[src/rtl/alu_sched_pkg.sv]
// Shared types for the alu_sched block: alu opcodes, scheduler states and the
// opcode legality helper used when ALU_SCHED_OPCHK_EN is defined.
package alu_sched_pkg;

    typedef enum logic [2:0] {
        OP_PASS = 3'b001,
        OP_ADD  = 3'b010,
        OP_MUL  = 3'b100
    } alu_op_t;

    typedef enum logic [1:0] {
        IDLE,
        EXEC,
        RESP
    } sched_state_t;

    localparam int NREQ_MAX = 2;

    function automatic logic op_legal(input logic [2:0] ctrl);
        return (ctrl == OP_PASS) || (ctrl == OP_ADD) || (ctrl == OP_MUL);
    endfunction

endpackage

[src/rtl/rr_arbiter2.sv]
// Two-way round-robin arbiter: the requester that did not win last time has
// priority; a lone requester always wins. Purely combinational, one-hot grant.
module rr_arbiter2 (
    input  logic [1:0] req,
    input  logic       last_grant,
    input  logic       en,
    output logic [1:0] gnt
);

    assign gnt[0] = en & req[0] & (~req[1] |  last_grant);
    assign gnt[1] = en & req[1] & (~req[0] | ~last_grant);

endmodule

[src/rtl/alu_sched.sv]
// Round-robin scheduler sharing one external combinational alu between two
// requesters. Optional ALU_SCHED_OPCHK_EN flags illegal opcodes via rsp_err.
module alu_sched
    import alu_sched_pkg::*;
#(
    parameter int DATA_WIDTH = 8,
    parameter int NREQ       = NREQ_MAX
) (
    input  logic                       clk,
    input  logic                       reset,
    input  logic [NREQ-1:0]            req_valid,
    output logic [NREQ-1:0]            req_ready,
    input  logic [NREQ*DATA_WIDTH-1:0] req_a,
    input  logic [NREQ*DATA_WIDTH-1:0] req_b,
    input  logic [NREQ*3-1:0]          req_ctrl,
    output logic [DATA_WIDTH-1:0]      alu_a,
    output logic [DATA_WIDTH-1:0]      alu_b,
    output logic [2:0]                 alu_ctrl,
    input  logic [DATA_WIDTH-1:0]      alu_result,
    output logic                       rsp_valid,
    input  logic                       rsp_ready,
    output logic [DATA_WIDTH-1:0]      rsp_data,
    output logic                       rsp_id,
    output logic                       rsp_err
);

    sched_state_t          state_q, state_d;
    logic                  last_q, last_d;
    logic [DATA_WIDTH-1:0] alu_a_q, alu_a_d;
    logic [DATA_WIDTH-1:0] alu_b_q, alu_b_d;
    logic [2:0]            alu_ctrl_q, alu_ctrl_d;
    logic [DATA_WIDTH-1:0] rsp_data_q, rsp_data_d;
    logic                  rsp_id_q, rsp_id_d;
    logic                  rsp_valid_q, rsp_valid_d;
    logic                  rsp_err_q, rsp_err_d;

    logic [1:0]            gnt;
    logic                  win;
    logic                  sel_bad;
    logic [2:0]            sel_ctrl;

    logic [DATA_WIDTH-1:0] a_arr    [NREQ];
    logic [DATA_WIDTH-1:0] b_arr    [NREQ];
    logic [2:0]            ctrl_arr [NREQ];

    for (genvar i = 0; i < NREQ; i++) begin : g_unpack
        assign a_arr[i]    = req_a[i*DATA_WIDTH +: DATA_WIDTH];
        assign b_arr[i]    = req_b[i*DATA_WIDTH +: DATA_WIDTH];
        assign ctrl_arr[i] = req_ctrl[i*3 +: 3];
    end

    rr_arbiter2 u_arb (
        .req        (req_valid),
        .last_grant (last_q),
        .en         (state_q == IDLE),
        .gnt        (gnt)
    );

    assign win = gnt[1];

`ifdef ALU_SCHED_OPCHK_EN
    // Illegal opcodes are executed as pass-B so the response still carries B.
    assign sel_bad  = ~op_legal(ctrl_arr[win]);
    assign sel_ctrl = sel_bad ? OP_PASS : ctrl_arr[win];
`else
    assign sel_bad  = 1'b0;
    assign sel_ctrl = ctrl_arr[win];
`endif

    always_comb begin
        state_d     = state_q;
        last_d      = last_q;
        alu_a_d     = alu_a_q;
        alu_b_d     = alu_b_q;
        alu_ctrl_d  = alu_ctrl_q;
        rsp_data_d  = rsp_data_q;
        rsp_id_d    = rsp_id_q;
        rsp_valid_d = rsp_valid_q;
        rsp_err_d   = rsp_err_q;
        req_ready   = '0;
        case (state_q)
            IDLE: begin
                req_ready = gnt;
                if (|gnt) begin
                    alu_a_d    = a_arr[win];
                    alu_b_d    = b_arr[win];
                    alu_ctrl_d = sel_ctrl;
                    rsp_id_d   = win;
                    rsp_err_d  = sel_bad;
                    last_d     = win;
                    state_d    = EXEC;
                end
            end
            EXEC: begin
                rsp_data_d  = alu_result;
                rsp_valid_d = 1'b1;
                state_d     = RESP;
            end
            RESP: begin
                if (rsp_ready) begin
                    rsp_valid_d = 1'b0;
                    state_d     = IDLE;
                end
            end
            default: state_d = IDLE;
        endcase
    end

    always_ff @(posedge clk) begin
        if (reset) begin
            state_q     <= IDLE;
            last_q      <= 1'b1;
            alu_a_q     <= '0;
            alu_b_q     <= '0;
            alu_ctrl_q  <= OP_PASS;
            rsp_data_q  <= '0;
            rsp_id_q    <= 1'b0;
            rsp_valid_q <= 1'b0;
            rsp_err_q   <= 1'b0;
        end else begin
            state_q     <= state_d;
            last_q      <= last_d;
            alu_a_q     <= alu_a_d;
            alu_b_q     <= alu_b_d;
            alu_ctrl_q  <= alu_ctrl_d;
            rsp_data_q  <= rsp_data_d;
            rsp_id_q    <= rsp_id_d;
            rsp_valid_q <= rsp_valid_d;
            rsp_err_q   <= rsp_err_d;
        end
    end

    assign alu_a     = alu_a_q;
    assign alu_b     = alu_b_q;
    assign alu_ctrl  = alu_ctrl_q;
    assign rsp_data  = rsp_data_q;
    assign rsp_id    = rsp_id_q;
    assign rsp_valid = rsp_valid_q;
    assign rsp_err   = rsp_err_q;

endmodule
[config.mk]
export PLATFORM = sky130hd
export DESIGN_NAME = alu_sched
export DESIGN_NICKNAME = d
export VERILOG_FILES = /design/src/rtl/alu_sched_pkg.sv /design/src/rtl/rr_arbiter2.sv /design/src/rtl/alu_sched.sv
export SDC_FILE = /design/constraint.sdc
export NUM_CORES = 1
export LEC_CHECK = 0
export CAP_MARGIN = 20
export CORE_UTILIZATION = 37
export DETAILED_ROUTE_END_ITERATION = 10
export PLACE_DENSITY = 0.8
export SLEW_MARGIN = 20
export SYNTH_ARGS = -nofsm -noshare
export SYNTH_HDL_FRONTEND = slang
export SYNTH_SLANG_ARGS = --single-unit
[constraint.sdc]
create_clock -name clk -period 1.62 [get_ports clk]
set_input_delay 0.324 -clock clk [delete_from_list [all_inputs] [get_ports clk]]
set_output_delay 0.324 -clock clk [all_outputs]
set_load 0.01 [all_outputs]
==> flow_summary.json <==
{
  "routed_via_density": 4.89,
  "hold_violations": 0,
  "cts-root-buf": "clkbuf_8",
  "seq_area_frac_synth_pct": 46.5,
  "fp.dieW_um": 63.0,
  "drt-initial-drc-count": 61,
  "pin_count": 83,
  "grt_max_degree": 22,
  "synthSimpleGateAreaFrac_pct": 12.4,
  "synth_top_family_by_area": "compound AO/OA/AOI/OAI gates",
  "drtAntennaViolNets": 0,
  "ir_worst_vdd_uv": 535,
  "power_leakage_nw": 0.985,
  "cts-hold-fix-buffers": 0,
  "drc": 0,
  "synth_adder_area_share_pct": 0,
  "rsz0062_at_grt": "false",
  "yosysWarnings": 0,
  "cts_tree": "built",
  "initial_core_util_pct": 40.0,
  "syn_area_per_cell_sq_um": 10.5,
  "synth_compound_area_share_pct": 21.8,
  "critPathMaxFanout": 6,
  "port_buffers": 81,
  "cp-start-kind": "flip-flop",
  "ys_ff_latch": 32,
  "synthTopCellsByArea": "dfxtp_1 47%, mux2i_1 13%, o2bb2ai_2 9.8%",
  "grt_pass1_wl_um": 5750,
  "track_usage_pct": 18.9,
  "rows": 21,
  "crit_type": "reg -> out",
  "powerDensity_nw_per_um2": 905,
  "first_pass_iters": 4,
  "cts-buffers-inserted": 5,
  "gp_congestion": 0.842,
  "netlist_area_sq_um": 1380,
  "worst_ep_arrival_time_ns": 1.21,
  "synth_top_cell_area_share_pct": 46.5,
  "placed_area_sq_um": 2270,
  "nets": 270,
  "cp.required_ns": 1.30,
  "r2r_slack_ns": 0.17,
  "whs_ns": 0.458,
  "setup_viol": 0,
  "antenna_found_initial": 0,
  "drv_cap": 0,
  "yosys.area.top_type": "dfxtp_1",
  "synth_fp_nets": 182,
  "final_cell_mix": "77 x clkdlybuf4s50_1, 32 x dfxtp_1, 18 x nand2_1, 18 x mux2i_1, 12 x a21oi_1",
  "insertion_delay_ns": 0.28,
  "tightest_slew_ns": 0.520,
  "grt-ovfl-total": 0,
  "vias": 1296,
  "n_antenna_cell": 0,
  "rr_startpoint": "state_q[1]",
  "layout_commonest_cell": "clkdlybuf4s50_1",
  "clock_skew_ns": 0.00473,
  "core_sq_um": 3440,
  "drv_slew": 0,
  "wl_per_cell_um": 13.8,
  "hp-start": "rsp_data[6]",
  "die_h_um": 63.0,
  "h-tree-depth": 2,
  "grt_pass1_vias": 1294,
  "final_layout_size_suffix_gt1_share_pct": 15.1,
  "die_area_sq_um": 3970,
  "end_kind": "primary output",
  "slew_headroom_pct": 65.3,
  "outcome": "complete, no violations",
  "clockBufferDepth": 2,
  "area_delta_synth_final_pct": 70.9,
  "timing.fmax_ghz": 0.650,
  "min_path_type": "reg -> reg",
  "routed_wl_um": 3650,
  "fin_crit_sh_pct": 94.9,
  "synth_cells": 131,
  "hpwl_um": 2820,
  "cts.sinks": 32,
  "cp-startpoint": "state_q[1]",
  "synth-xor-area-share_pct": 0,
  "synthMuxAreaShare_pct": 13.1,
  "final_area_sq_um": 2350,
  "ys_types": 27,
  "fin_crit_ns": 1.54,
  "cts.reportedPaths.clkPinSlew_ns": 0.06
}
[timing repair]
item	in CTS	in global routing
buffers inserted	0	0
setup endpoints to repair	2	2
pin swaps	0	1
gates resized for setup	4	3
[cell usage after synthesis, drive strengths merged]
cell and number:
mux2i 18, buf 8, nand4 1, nor2b 3, inv 3, dfxtp 32
conb 1, a21o 1, nand2 18, or2 3, a21oi 12, nor2 1
nor3 1, o2bb2ai 18, nand3 1, o21ai 1, nand2b 3, clkbuf 2
o211ai 1, or3b 1, and3 1, a31oi 1
[sequential cells by signal, indices dropped and copies added, names as in the netlist]
| signal | cells |
|---|---|
| alu_a | 8 |
| alu_b | 8 |
| alu_ctrl | 3 |
| last_q | 1 |
| rsp_data | 8 |
| rsp_id | 1 |
| rsp_valid | 1 |
| state_q | 2 |
[critical path: stages, from the launching register on]
cell and delay (ns):
dfxtp_1 0.33, nor2_4 0.17, and3_1 0.19, clkdlybuf4s15_1 0.23
[through the flow]
step / worst slack, ns / std cells / total power, mW / TNS (ns) / utilization, %
6_report: 0.0819 / 265 / 2.13 / 0 / 68.4
3_3_place_gp: -0.303 / 258 / 1.49 / -3.09 / 65.8
2_1_floorplan: 0.386 / 131 / 1.18 / 0 / -
4_1_cts: 0.0354 / 265 / 2.15 / 0 / 68.5
5_1_grt: 0.00613 / 265 / 2.23 / 0 / 68.4
3_5_place_dp: -0.332 / 258 / 1.51 / -3.88 / 65.8
[layer usage]
layer / vias to the layer above / wire length [um] / share of wire, % / track usage [%]
met3: 2 / 277 / 7.6 / 6.39
met4: 0 / 13 / 0.36 / 7.85
met2: 57 / 1850 / 51 / 33.9
li1: 634 / - / - / -
met5: - / 0 / 0 / 0
met1: 603 / 1510 / 41 / 19.9
[worst paths after layout]
check | endpoint | cells past startpoint
max | req_ready[0] | 3
min | rsp_data[6] | 2
max reg2reg | alu_ctrl[0] | 5
min reg2reg | rsp_data[6] | 2
[power breakdown]
part	internal (mW)	switching [mW]	total, mW
sequential	0.864	0.0492	0.913
combinational	0.345	0.227	0.572
clock	0.378	0.267	0.645
total	1.59	0.543	2.13
[cell type report]
type	instances	area (sq um)
well taps	46	57.6
clock buffers	7	96.3
repair buffers	91	891
inverters	3	11.3
fillers	294	1090
flip-flops and latches	32	641
multi-input cells	86	658
[kinds of logic (layout without fill, tap and decap cells)]
family / Yosys count / after routing
and+or+nand+nor: 33 / 33
muxes: 18 / 18
DFF: 32 / 32
other: 1 / 1
AOI/OAI and AO/OA: 34 / 34
buffers and inverters: 13 / 101
No activity file was read; power rests on OpenSTA's default activity.
